`src/rtl/regfile_writeback.sv`:
```
// Write-side sequencer: buffers ALU/load results in a FIFO and drains one register file write per cycle.
// Optional same-cycle bypass when the FIFO is empty: define WB_BYPASS_EN.
module regfile_writeback #(
    parameter int W     = 8,
    parameter int D     = 4,
    parameter int DEPTH = 4,
    localparam int CW   = $clog2(DEPTH + 1),
    localparam int PW   = $clog2(DEPTH),
    localparam int NREG = 2 ** D
) (
    input  logic            Clk,
    input  logic            Reset,
    input  logic            AluValid,
    output logic            AluReady,
    input  logic [D-1:0]    AluAddr,
    input  logic [W-1:0]    AluData,
    input  logic            AluZero,
    input  logic            AluDone,
    input  logic            MemValid,
    output logic            MemReady,
    input  logic [D-1:0]    MemAddr,
    input  logic [W-1:0]    MemData,
    input  logic            Hold,
    input  logic            Flush,
    output logic            WriteEn,
    output logic [D-1:0]    Waddr,
    output logic [W-1:0]    DataIn,
    output logic            Zero_in,
    output logic            Done_in,
    output logic [NREG-1:0] Pending,
    output logic [CW-1:0]   Count
);

    logic [D-1:0]  addr_q [DEPTH];
    logic [D-1:0]  addr_d [DEPTH];
    logic [W-1:0]  data_q [DEPTH];
    logic [W-1:0]  data_d [DEPTH];
    logic [DEPTH-1:0] zero_q, zero_d, done_q, done_d, alu_q, alu_d;
    logic [PW-1:0] wptr_q, wptr_d, rptr_q, rptr_d;
    logic [CW-1:0] count_q, count_d;
    logic [CW-1:0] cnt_q [NREG];
    logic [CW-1:0] cnt_d [NREG];
    logic          sh_zero_q, sh_zero_d, sh_done_q, sh_done_d;

    logic          full, empty, push, enq, pop, bypass;
    logic [D-1:0]  in_addr;
    logic [W-1:0]  in_data;
    logic          in_zero, in_done, in_alu;
    logic          wr_zero, wr_done, wr_alu;

    always_comb begin
        full     = (count_q == CW'(DEPTH));
        empty    = (count_q == '0);
        MemReady = !full && !Flush;
        AluReady = !full && !Flush && !MemValid;
        push     = (MemValid && MemReady) || (AluValid && AluReady);

        // Load path wins the single push slot.
        in_addr  = MemValid ? MemAddr : AluAddr;
        in_data  = MemValid ? MemData : AluData;
        in_zero  = MemValid ? 1'b0 : AluZero;
        in_done  = MemValid ? 1'b0 : AluDone;
        in_alu   = !MemValid;

`ifdef WB_BYPASS_EN
        bypass   = push && empty && !Hold && !Flush;
`else
        bypass   = 1'b0;
`endif
        enq      = push && !bypass;
        pop      = !empty && !Hold && !Flush;
        WriteEn  = pop || bypass;

        if (bypass) begin
            Waddr   = in_addr;
            DataIn  = in_data;
            wr_zero = in_zero;
            wr_done = in_done;
            wr_alu  = in_alu;
        end else begin
            Waddr   = addr_q[rptr_q];
            DataIn  = data_q[rptr_q];
            wr_zero = zero_q[rptr_q];
            wr_done = done_q[rptr_q];
            wr_alu  = alu_q[rptr_q];
        end
        // Loads replay the shadow flags so the register file keeps its current flags.
        Zero_in = wr_alu ? wr_zero : sh_zero_q;
        Done_in = wr_alu ? wr_done : sh_done_q;

        sh_zero_d = sh_zero_q;
        sh_done_d = sh_done_q;
        if (WriteEn && wr_alu) begin
            sh_zero_d = wr_zero;
            sh_done_d = wr_done;
        end

        addr_d  = addr_q;
        data_d  = data_q;
        zero_d  = zero_q;
        done_d  = done_q;
        alu_d   = alu_q;
        wptr_d  = wptr_q;
        rptr_d  = rptr_q;
        count_d = count_q + CW'(enq) - CW'(pop);
        if (enq) begin
            addr_d[wptr_q] = in_addr;
            data_d[wptr_q] = in_data;
            zero_d[wptr_q] = in_zero;
            done_d[wptr_q] = in_done;
            alu_d[wptr_q]  = in_alu;
            wptr_d         = wptr_q + 1'b1;
        end
        if (pop)
            rptr_d = rptr_q + 1'b1;

        for (int unsigned r = 0; r < NREG; r++)
            cnt_d[r] = cnt_q[r] + CW'(enq && (in_addr == D'(r)))
                                - CW'(pop && (addr_q[rptr_q] == D'(r)));

        if (Flush) begin
            wptr_d  = '0;
            rptr_d  = '0;
            count_d = '0;
            for (int unsigned r = 0; r < NREG; r++)
                cnt_d[r] = '0;
        end

        Count = count_q;
        for (int unsigned r = 0; r < NREG; r++)
            Pending[r] = (cnt_q[r] != '0);
    end

    always_ff @(posedge Clk or negedge Reset) begin
        if (!Reset) begin
            addr_q    <= '{default: '0};
            data_q    <= '{default: '0};
            zero_q    <= '0;
            done_q    <= '0;
            alu_q     <= '0;
            wptr_q    <= '0;
            rptr_q    <= '0;
            count_q   <= '0;
            cnt_q     <= '{default: '0};
            sh_zero_q <= 1'b0;
            sh_done_q <= 1'b1;
        end else begin
            addr_q    <= addr_d;
            data_q    <= data_d;
            zero_q    <= zero_d;
            done_q    <= done_d;
            alu_q     <= alu_d;
            wptr_q    <= wptr_d;
            rptr_q    <= rptr_d;
            count_q   <= count_d;
            cnt_q     <= cnt_d;
            sh_zero_q <= sh_zero_d;
            sh_done_q <= sh_done_d;
        end
    end

endmodule

```
`config.mk`:
```
export PLATFORM = sky130hd
export DESIGN_NAME = regfile_writeback
export DESIGN_NICKNAME = d
export VERILOG_FILES = /design/src/rtl/regfile_writeback.sv
export SDC_FILE = /design/constraint.sdc
export NUM_CORES = 1
export LEC_CHECK = 0
export CORE_MARGIN = 4
export CORE_UTILIZATION = 55
export CTS_CLUSTER_SIZE = 40
export DETAILED_ROUTE_END_ITERATION = 10
export PLACE_DENSITY = 0.88
export SLEW_MARGIN = 20
export SYNTH_ARGS = -nofsm -noshare
export SYNTH_HDL_FRONTEND = slang
export SYNTH_SLANG_ARGS = --single-unit
```
`constraint.sdc`:
```
create_clock -name Clk -period 6.82 [get_ports Clk]
set_input_delay 1.023 -clock Clk [delete_from_list [all_inputs] [get_ports Clk]]
set_output_delay 1.023 -clock Clk [all_outputs]
set_load 0.02 [all_outputs]
```
## After elaboration in Yosys (flattened, before gate mapping)

Cells that the tools add are included.
W data, S select, Z words.

| operators by class | value |
|---|---|
| add/sub/neg operators | 36 |
| order comparisons | 6 |
| equal/unequal tests | 31 |
| mux-type cells | 35 |
| bitwise gates (word level) | 2 |
| reduce and logical (&&, ||, !) cells | 68 |

Operator list:

| operator | number |
|---|---|
| $eq A4 B4 Y1 const B | 16 |
| $add A3 B1 Y3 | 17 |
| $sub A3 B1 Y3 | 17 |
| $mux W48 | 1 |
| $reduce_bool A3 Y1 | 16 |
| $logic_and A1 B1 Y1 | 41 |
| $bwmux W32 | 1 |
| $eq A4 B3 Y1 const B | 8 |
| $mux W8 | 4 |
| $bmux W8 S2 | 1 |
| $bwmux W16 | 1 |
| $demux W8 S2 | 1 |
| $eq A4 B2 Y1 const B | 4 |
| $mux W4 | 4 |
| $bwmux W4 | 3 |
| $bmux W4 S2 | 1 |
| $demux W4 S2 | 1 |
| $eq A4 B1 Y1 const B | 2 |
| $logic_not A4 Y1 | 2 |
| $mux W1 | 8 |
| $mux W2 | 4 |
| $bmux W1 S2 | 3 |
| $ge A3 B3 Y1 const B | 2 |
| $lt A2 B3 Y1 const B | 2 |
| 11 further kinds | 18 |

| storage, ports and cells | value |
|---|---|
| bits in registers | 117 |
| output and inout bits | 36 |
| word-level logic and storage cells | 210 |

## Depth between registers and ports, before layout

| depth | value |
|---|---|
| depth in word-level cells | 10 |
| depth in mapped cells | 14 |

## Least setup slack after synthesis

OpenSTA, ideal clock, no wires.

| timing | value |
|---|---|
| path type | input port to flip-flop |
| start | input port MemValid |
| end | register cnt_q[8] in the netlist's numbering |
| library setup time | 132 ps |
| arrival time | 3398 ps |
| required time | 6688 ps |
| path slack | 3290 ps |
| stages | 13 |
| path buffers | 3 |
| cell sequence | clkbuf_1 -> clkbuf_1 -> buf_1 -> nand3_1 -> o21ai_0 -> nand3_1 -> ha_1 -> inv_1 -> ha_1 -> fa_1 -> xnor2_1 -> xnor2_1 -> nor2_1 |

RTL lines:

| item | RTL line | text |
|---|---|---|
| from (decl) | 19 | `input logic MemValid,` |
| to (signal assigned) | 156 | `cnt_q <= cnt_d;` |
| to (decl) | 41 | `logic [CW-1:0] cnt_q [NREG];` |

## Worst setup path in the final report

| timing | value |
|---|---|
| start | register rptr_q[0] |
| end | output port Zero_in |

| between the ends | value |
|---|---|
| longest elaborated chain between the ends | 3 |
| elaborated cells between the ends (all ways) | 5 |

Ends and longest elaborated chain:

| item | RTL line | text |
|---|---|---|
| from (decl) | 39 | `logic [PW-1:0] wptr_q, wptr_d, rptr_q, rptr_d;` |
| from (signal assigned) | 154 | `rptr_q <= rptr_d;` |
| $bmux W1 S2 (on tied branches) | 83, 85 |  |
| $mux W1 (on tied branches) | 83, 85 |  |
| $mux W1 * | 88 | `Zero_in = wr_alu ? wr_zero : sh_zero_q;` |
| to (decl) | 28 | `output logic Zero_in,` |

Mark *: on every way between the ends. The rest lies on a longest branch, timed or not. The select of a mux whose other input is x is not followed.

==> results.tsv <==
stage	metric	value	unit
outcome	run status	finished clean	
global_routing	largest net degree at the start of global routing	77	
floorplanning	num ports	68	
yosys	Avg Inst Size Synth	12.0	um2
layout	Post-layout nets	692	
layout	fin util	0.682	
global_routing	vias in the first global route	4739	
timing	Setup TNS	0	ns
worst_setup_path	CP Launch Type	flip-flop	
worst_setup_path	R2R Setup Slk	3.02	ns
clock_network	Max clock buf depth	2	
clock_network	CTS Buf Count	17	
layout	most common cell after layout, fill and taps aside	dfrtp_1	
clock_network	H-tree depth	4	
layout	synth-to-layout area growth	20.8	%
placed_design	DP HPWL	9.23	mm
yosys	Post-Syn Area	6470	um2
yosys	yosys warns	0	
clock_network	Root Buffer	clkbuf_16	
timing	setup ws final	2.78	ns
layout	Antenna Diode Count	0	
routing	drt wl/cell	17.7	um
worst_setup_path	critical path type	reg -> out	
floorplanning	Core Region	11500	um2
clock_network	CTS tree	built	
timing	Pins Over Slew Limit	0	
timing	clock period minus worst slack	4.04	ns
yosys	#FFs+latches synth	117	
layout	share of cells above drive strength 1	0.203	
global_routing	GRT overflow	0	
floorplanning	die area	13600	um2
clock_network	clk slew on worst S/H paths	0.05	ns
timing	Least-Margin Pin Slew	0.984	ns
routing	DR vias	4245	
placed_design	routability congestion estimate	0.915	
worst_setup_path	Setup crit start	rptr_q[0]	
pwr	Leak	3.67	nW
layout	most frequent cells in the layout	116 x dfrtp_1, 69 x mux2_2, 65 x clkdlybuf4s50_1, 62 x inv_1, 38 x ha_1	
timing	hold slack final	0.498	ns
placed_design	PortBufs	67	
yosys	Mapped Nets	626	
timing	Peak Freq	247	MHz
routing	antenna-violating nets left	0	
clock_network	# hold bufs at CTS	0	
worst_setup_path	CP max FO	17	
pwr	VDD IR max	0.000289	V
worst_setup_path	data required time at the worst endpoint	5.80	ns
routing	Iteration-0 DRC Markers	297	
worst_setup_path	FF-to-FF Start	rptr_q[0]	
routing	via/cell ratio	5.59	
yosys	sequential element share of the synthesized area	0.452	
floorplanning	Initial Utilization	0.565	
routing	drt first pass iters	4	
global_routing	Overall Global Routing Usage	0.220	
timing	Worst slew margin	0.344	
timing	RSZ-0062 raised after global routing	no	
clock_network	post-CTS setup buffer count	0	
flow_run	Max Cap Violations	0	
routing	DRC violations left	0	
floorplanning	row cnt	39	
worst_setup_path	critical path data arrival time	3.02	ns
hold_path	hold_sp	data_q[10]	
yosys	Synth cell types	38	
routing	total wire length	13.4	mm
clock_network	clk_lat worst skew	0.42	ns
timing	Final Skew	0.0103	ns
timing	Final Setup Violations	0	
global_routing	initial antenna violation count	0	
placed_design	DP Worst Slack	2.73	ns
floorplanning	Die W	117	um
clock_network	post_cts resized	0	
timing	Fin. Hold Viols	0	
clock_network	# clock sinks	117	
floorplanning	die height	117	um
yosys	Mapped Cells	539	
pwr	Pwr per Cell Area	389	nW/um2
global_routing	first-pass GRT wire length	22.8	mm
timing	fin crit share	0.593	
worst_setup_path	Worst Setup End Kind	primary output	
hold_path	HP Class	reg -> reg	
path summary, 6_finish.rpt:
| path | cells past startpoint | to |
|---|---|---|
| worst max-delay path | 3 | Zero_in |
| worst min-delay path | 1 | data_q[10] |
| worst max register to register | 8 | cnt_q[31] |
| worst min register to register | 1 | data_q[10] |
| max in group asynchronous | 2 | data_q[7] |
| min in group asynchronous | 1 | cnt_q[28] |
worst max-delay path, stage by stage (launching register included):
cell	delay, ns
dfrtp_1	0.98
mux4_1	0.75
mux2_2	0.27
clkdlybuf4s50_1	0.59
synthesized netlist by cell type, drive strengths merged:
master / number / area share
and2: 2 / 0.0019
xor2: 2 / 0.0027
nand2: 14 / 0.0081
inv: 62 / 0.036
nand4: 2 / 0.0019
nand2b: 4 / 0.0039
ha: 38 / 0.073
dfrtp: 116 / 0.45
nor3b: 3 / 0.0035
or3b: 3 / 0.0041
o21ai: 6 / 0.0046
clkbuf: 12 / 0.0070
buf: 11 / 0.011
mux2i: 5 / 0.0077
nor2: 27 / 0.016
o211a: 2 / 0.0031
nand3: 16 / 0.012
nor2b: 34 / 0.033
nor3: 16 / 0.016
or2: 1 / 0.00097
or3: 17 / 0.016
dfstp: 1 / 0.0041
o21ba: 1 / 0.0015
fa: 17 / 0.053
a21oi: 2 / 0.0015
mux4: 15 / 0.054
mux2: 69 / 0.12
xnor2: 31 / 0.042
nand3b: 3 / 0.0035
or4: 2 / 0.0029
o22ai: 2 / 0.0019
o31ai: 3 / 0.0035
sequential cells by signal, summed over array words and instances, names as in the netlist:
signal and flops:
zero_q 4, Count 3, cnt_q 48, sh_zero_q 1
done_q 4, wptr_q 2, alu_q 4, sh_done_q 1
data_q 32, addr_q 16, rptr_q 2
per-stage QoR:
stage	area, um2	std cells	total power, mW
6_report	7820	760	3.04
4_1_cts	7820	760	3.07
5_1_grt	7820	760	3.20
2_1_floorplan	6470	539	1.76
3_3_place_gp	7220	729	2.07
3_5_place_dp	7220	729	2.14
layout make-up:
cell class | instances | area, um2
fillers | 805 | 3640
clock buffers | 23 | 478
inverters | 62 | 233
repair buffers | 70 | 686
multi-input cells | 337 | 3190
well taps | 143 | 179
flip-flops and latches | 117 | 2930
clock inverters | 8 | 124
power breakdown:
group	internal, mW	switching, mW	total [mW]
clock network	0.600	0.306	0.906
logic	0.567	0.502	1.07
registers	0.914	0.150	1.06
total	2.08	0.959	3.04
cells by family after synthesis:
family                     count (synthesis)  share of synthesized area
AOI/OAI and AO/OA                         16                     0.0162
xor gates and xnor gates                  33                     0.0446
adders and majority gates                 55                      0.126
buffers and inverters                     85                     0.0543
DFF                                      117                      0.452
muxes                                     89                      0.182
and+or+nand+nor                          144                      0.124
layer usage:
| layer | vias up | GRT usage | wire (um) |
|---|---|---|---|
| met1 | 2164 | 0.269 | 5570 |
| li1 | 1943 | - | - |
| met5 | - | 0 | 0 |
| met2 | 121 | 0.375 | 6870 |
| met4 | 0 | 0.0974 | 219 |
| met3 | 17 | 0.0513 | 784 |
(Power assumes the default switching activity.)
